$ cat config.mk
export PLATFORM = sky130hd
export DESIGN_NAME = led_serializer
export DESIGN_NICKNAME = d
export VERILOG_FILES = /design/src/rtl/led_pkg.sv /design/src/rtl/led_serializer.sv
export SDC_FILE = /design/constraint.sdc
export NUM_CORES = 1
export LEC_CHECK = 0
export BUFFER_PORTS_ARGS = -buffer_cell sky130_fd_sc_hd__buf_4
export CORE_ASPECT_RATIO = 1.1
export CORE_UTILIZATION = 25
export CTS_BUF_LIST = sky130_fd_sc_hd__clkbuf_2
export DETAILED_ROUTE_END_ITERATION = 12
export PLACE_DENSITY_LB_ADDON = 0.2
export SYNTH_ARGS = -nofsm -noshare
export SYNTH_HDL_FRONTEND = slang
export SYNTH_SLANG_ARGS = --single-unit
$ cat constraint.sdc
create_clock -name clk -period 4.13 [get_ports clk]
set_input_delay 0.826 -clock clk [delete_from_list [all_inputs] [get_ports clk]]
set_output_delay 0.826 -clock clk [all_outputs]
set_load 0.03 [all_outputs]
$ cat src/rtl/led_pkg.sv
// Shared types and defaults for the LED shift-register chain driver.
// Holds the frame FSM state type and the default frame geometry.
package led_pkg;

    typedef enum logic [1:0] {
        IDLE  = 2'd0,
        SHIFT = 2'd1,
        DONE  = 2'd2
    } led_state_e;

    localparam int LED_WIDTH = 16;
    localparam int LED_DIV   = 2;

endpackage

$ cat src/rtl/led_serializer.sv
// Parallel-to-serial driver for the external LED shift-register chain.
// Shifts a captured word out MSB-first on a divided, registered serial clock.
module led_serializer
    import led_pkg::*;
#(
    parameter int WIDTH = LED_WIDTH,
    parameter int DIV   = LED_DIV
) (
    input  logic             clk,
    input  logic             rst,
    input  logic             start,
    input  logic [WIDTH-1:0] p_data,
    output logic             led_clk,
    output logic             led_sout,
    output logic             led_clrn,
    output logic             led_pen,
    output logic             busy,
    output logic             done
);

    localparam int DW = $clog2(DIV) + 1;
    localparam int BW = $clog2(WIDTH);

    localparam logic [DW-1:0] DIV_HALF = DW'(DIV);
    localparam logic [DW-1:0] DIV_LAST = DW'(2 * DIV - 1);
    localparam logic [BW-1:0] BIT_LAST = BW'(WIDTH - 1);

    led_state_e       state_q, state_d;
    logic [WIDTH-1:0] shreg_q, shreg_d;
    logic [DW-1:0]    div_cnt_q, div_cnt_d;
    logic [BW-1:0]    bit_cnt_q, bit_cnt_d;
    logic             valid_q, valid_d;

    logic led_clk_q, led_clk_d;
    logic led_sout_q, led_sout_d;
    logic led_clrn_q;
    logic led_pen_q, led_pen_d;
    logic busy_q, busy_d;
    logic done_q, done_d;

    // Next-state logic; outputs are decoded from the current state and
    // registered, so every pin lags the FSM by exactly one cycle.
    always_comb begin
        state_d    = state_q;
        shreg_d    = shreg_q;
        div_cnt_d  = div_cnt_q;
        bit_cnt_d  = bit_cnt_q;
        valid_d    = valid_q;
        led_clk_d  = 1'b0;
        led_sout_d = 1'b0;
        done_d     = 1'b0;
        busy_d     = (state_q != IDLE);
        led_pen_d  = valid_q && (state_q != SHIFT);

        unique case (state_q)
            IDLE: begin
                if (start) begin
                    shreg_d   = p_data;
                    div_cnt_d = '0;
                    bit_cnt_d = '0;
                    state_d   = SHIFT;
                end
            end
            SHIFT: begin
                led_sout_d = shreg_q[WIDTH-1];
                // Low for the first half of the slot, high for the second:
                // the chain samples mid-slot with equal setup and hold.
                led_clk_d  = (div_cnt_q >= DIV_HALF);
                if (div_cnt_q == DIV_LAST) begin
                    div_cnt_d = '0;
                    shreg_d   = {shreg_q[WIDTH-2:0], 1'b0};
                    if (bit_cnt_q == BIT_LAST) begin
                        bit_cnt_d = '0;
                        state_d   = DONE;
                    end else begin
                        bit_cnt_d = bit_cnt_q + BW'(1);
                    end
                end else begin
                    div_cnt_d = div_cnt_q + DW'(1);
                end
            end
            DONE: begin
                done_d  = 1'b1;
                valid_d = 1'b1;
                state_d = IDLE;
            end
            default: begin
                state_d = IDLE;
            end
        endcase
    end

    // State, datapath and output registers with synchronous reset.
    always_ff @(posedge clk) begin
        if (rst) begin
            state_q    <= IDLE;
            shreg_q    <= '0;
            div_cnt_q  <= '0;
            bit_cnt_q  <= '0;
            valid_q    <= 1'b0;
            led_clk_q  <= 1'b0;
            led_sout_q <= 1'b0;
            led_clrn_q <= 1'b0;
            led_pen_q  <= 1'b0;
            busy_q     <= 1'b0;
            done_q     <= 1'b0;
        end else begin
            state_q    <= state_d;
            shreg_q    <= shreg_d;
            div_cnt_q  <= div_cnt_d;
            bit_cnt_q  <= bit_cnt_d;
            valid_q    <= valid_d;
            led_clk_q  <= led_clk_d;
            led_sout_q <= led_sout_d;
            led_clrn_q <= 1'b1;
            led_pen_q  <= led_pen_d;
            busy_q     <= busy_d;
            done_q     <= done_d;
        end
    end

    assign led_clk  = led_clk_q;
    assign led_sout = led_sout_q;
    assign led_clrn = led_clrn_q;
    assign led_pen  = led_pen_q;
    assign busy     = busy_q;
    assign done     = done_q;

endmodule

* Word-level counts from Yosys, hierarchy flattened
Cells that the tools add are included.
Widths: inputs -> output; s select.
** Word-level totals
- Register bits after elaboration :: 31
- Logic and storage cells :: 47
- Output and inout bits :: 6
- Input bits :: 19
** Operators by class
- Equality and inequality tests :: 8
- Bitwise gates (word level) :: 1
- Magnitude comparators :: 1
- Multiplexer cells :: 16
- Add/subtract/negate cells :: 2
- Reductions and logical operators :: 8
** Operator list (number)
- $mux 16 :: 2
- $pmux 16 s2 :: 1
- $mux 4 :: 3
- $mux 2 :: 5
- $pmux 2 s2 :: 2
- $pmux 4 s2 :: 1
- $ne 2x2->1 const B :: 3
- $reduce_and 3->1 :: 2
- $add 4x1->4 const B :: 1
- $eq 2x2->1 const B :: 2
- $eq 4x4->1 const B :: 1
- $reduce_bool 2->1 :: 2
- $add 2x1->2 const B :: 1
- $eq 2x1->1 const B :: 1
- $ge 2x2->1 const B :: 1
- $logic_not 2->1 :: 1
- $mux 1 :: 2
- $ne 2x1->1 const B :: 1
- $reduce_and 2->1 :: 1
- $reduce_or 2->1 :: 1
- $logic_and 1x1->1 :: 1
- $not 1->1 :: 1

* Longest topological paths before layout
- Depth after elaboration :: 4
- Mapped depth :: 5
- Mapped depth without buffers :: 4

* Worst setup path after synthesis
OpenSTA, ideal clock, no wires.
- Kind :: input to register
- Start :: in start
- End :: reg shreg_q[12]
- Library setup time :: 91 ps
- Data arrival time :: 1503 ps
- Buffers on the path :: 1
- Stages on the path :: 3
- Required time :: 4039 ps
- Setup slack :: 2536 ps
- Cell sequence :: mux2_4 > buf_2 > a311oi_1
** On the way
- Word-level cells in the longest chain between the ends :: 2
** RTL lines
- start: declaration :: line led_serializer.sv:11 : input logic start,
- $ne 2x2->1 (no source line)
- $reduce_and 3->1 (no source line)
- end signal: assignment :: line led_serializer.sv:109 : shreg_q <= shreg_d;
- end: declaration :: line led_serializer.sv:29 : logic [WIDTH-1:0] shreg_q, shreg_d;
No other way between the ends.
A chain may end at the register's enable or synchronous reset.

* Final worst setup path
- Start :: reg state_q[1]
- End :: reg shreg_q[2]
** On the way
- Word-level cells in the longest chain between the ends :: 3
- Elaborated cells between the ends (all ways) :: 7
- Classes of those cells :: eq/ne (3); mux (1); reduce/logical (3)
** RTL lines
- start: declaration :: line led_serializer.sv:28 : led_state_e state_q, state_d;
- start signal: assignment :: line led_serializer.sv:108 : state_q <= state_d;
- $eq 2x1->1 / $logic_not 2->1 (equally long branches) :: line led_serializer.sv:55 : unique case (state_q)
- $ne 2x2->1 (no source line) / $reduce_bool 2->1 (equally long branches)
- $reduce_and 3->1 (no source line)
Several ways; a longest one is shown, not always the timed one.

==> out/metrics.yaml <==
outcome: "finished clean"
syn_to_final_growth_pct: 15.88
start_util: 0.2614
hold_buffers: 0
io_buffers: 24
worstMarginPinSlew_ns: 0.8807
die_area_um2: 5945
ys.flop_type: "dfxtp_1"
ir_drop_uv: 91.00
drive_gt1_frac: 0.2215
yosysUniqueCellTypes: 34
ys_seq_elements: 31
postCtsSetupRepairBufs: 0
drt-total-wl_um: 3130
setup_tns_ns: 0
critPathArrivalTime_ns: 2.17
die_h_um: 80.77
synth_xor_area_frac: 0
final_core_util: 0.3029
synth_fp_nets: 161
drv_cap: 0
clock.fmax_mhz: 512.5
p_per_area_nw_per_um2: 338.1
cts_resized: 0
antenna_found_initial: 0
grt_pass1_wl_um: 4961
synth_top_area_share: 0.4401
drv_slew: 0
setup_violations: 0
yosysSeqAreaShare: 0.4401
netlist_area_um2: 1410
required_ns: 4.35
yosys.area.top_type: "dfxtp_1"
rsz0062_at_grt: "no"
startpoint_type: "register"
synth_fa_ha_area_frac: 0.02662
post-dp-hpwl_um: 2055
antennaDiodeCount: 0
grt_usage: 0.1106
first_pass_iters: 4
synth_top_family_by_area: "compound AO/OA/AOI/OAI gates"
grt_pass1_vias: 1064
via_per_inst: 4.768
nNetsFinal: 179
min_period_ns: 1.951
hold_viol: 0
post-synth-top-count-cell: "dfxtp_1"
htreeDepth: 2
clock_sinks: 31
cts_inserted_buffers: 5
max-clock-path-buffers: 2
dieWidth_um: 73.61
yosys.area_share.simple: 0.1083
cp-end-kind: "register"
ant_nets: 0
io_pins: 25
period_share: 0.4725
p_leak_nw: 0.6841
synth_compound_area_frac: 0.2289
clock_latency_ns: 0.37
cts_tree: "done"
cts_root_buffer: "clkbuf_2"
critPathKind: "register to register"
hold_class: "register to register"
async_reset_ff_frac: 0
drc: 0
synth_enable_flop_cells: 0
path_max_fanout: 34
grt_overflow: 0
wl_per_cell_um: 13.43
place_congestion: 0.6763
fill_cells: 597
synth_warnings: 0
syn_inst: 139
slew_headroom: 0.4092
clk_pin_slew_ns: 0.17
core_area_um2: 5395
grt_max_degree: 35
muxShareOfSynthArea: 0.1242
num_vias: 1111
synthTopCellsByArea: "dfxtp_1, mux2i_1, a311oi_1"
fin_skew_ns: 0.02474
ys_top_cells_by_count: "dfxtp_1, a21oi_1, a311oi_1, mux2i_1, nor2_1"
avgSynthCellArea_um2: 10.14
rows: 28
first_iter_violations: 44
placed cells by master (no fill, tap or decap), drive strengths merged, types with 2 or more instances in the layout:
cell,n
nand2,2
o21ai,3
or3,2
dfxtp,31
inv,2
nor3,2
nor2,5
a311oi,16
mux2i,16
nand3b,2
buf,24
a21o,3
clkbuf,7
nor2b,2
and3,2
ha,3
clkinv,2
nand2b,4
a21oi,19
registers in the layout, indices dropped and copies added, names as in the netlist:
register   flops
busy           1
led_clrn       1
done           1
div_cnt_q      2
shreg_q       16
led_clk        1
led_sout       1
state_q        2
led_pen        1
bit_cnt_q      4
valid_q        1
worst paths after layout:
check / start / to / slack, ns / cells past startpoint
worst min-delay path: valid_q / led_pen / 0.46 / 2
worst min register to register: valid_q / led_pen / 0.46 / 2
worst max-delay path: state_q[1] / shreg_q[2] / 2.18 / 3
worst max register to register: state_q[1] / shreg_q[2] / 2.18 / 3
routing by layer:
metal  vias to the layer above  share of wire  GRT usage
li1                        560              -          -
met1                       531           0.45     0.1341
met2                        18           0.49     0.1716
met3                         2          0.040    0.03970
met4                         0          0.011    0.05577
met5                         -              0          0
cell type report:
type                       instances  area, um^2  area share
multi-input combinational         92       688.2      0.4211
sequential                        31       620.6      0.3798
timing repair buffer              24       180.2      0.1103
tap                               75       93.84     0.05743
clock buffer                       7       35.03     0.02144
inverter                           3       11.26    0.006891
clock inverter                     1       5.005    0.003063
worst max-delay path, stage by stage, from the launching register on:
cell	delay, ns
dfxtp_1	0.53
clkinv_1	0.77
a21oi_1	0.40
a311oi_1	0.09
where the power goes:
group,switching (mW),internal [mW]
logic,0.0383,0.0387
registers,0.0112,0.315
clock network,0.103,0.0463
per-stage QoR:
step / hold WS, ns / instances / setup WS [ns] / area [um^2] / total power, mW
after floorplan: 0.4191 / 139 / 2.536 / 1410 / 0.3890
after global placement: 0.4347 / 225 / 2.324 / 1594 / 0.4074
after detailed placement: 0.4455 / 225 / 2.278 / 1594 / 0.4101
after CTS: 0.4655 / 233 / 2.212 / 1634 / 0.5633
after global routing: 0.4881 / 233 / 2.053 / 1634 / 0.5877
final: 0.4591 / 233 / 2.179 / 1634 / 0.5525
logic make-up (layout without fill, tap and decap cells):
group | count (synthesis) | in the layout
compound gates | 47 | 47
fa+ha+maj | 3 | 3
buf+inv | 16 | 35
flops | 31 | 31
mux | 17 | 17
simple gates | 25 | 25
No activity file was read; power rests on OpenSTA's default activity.
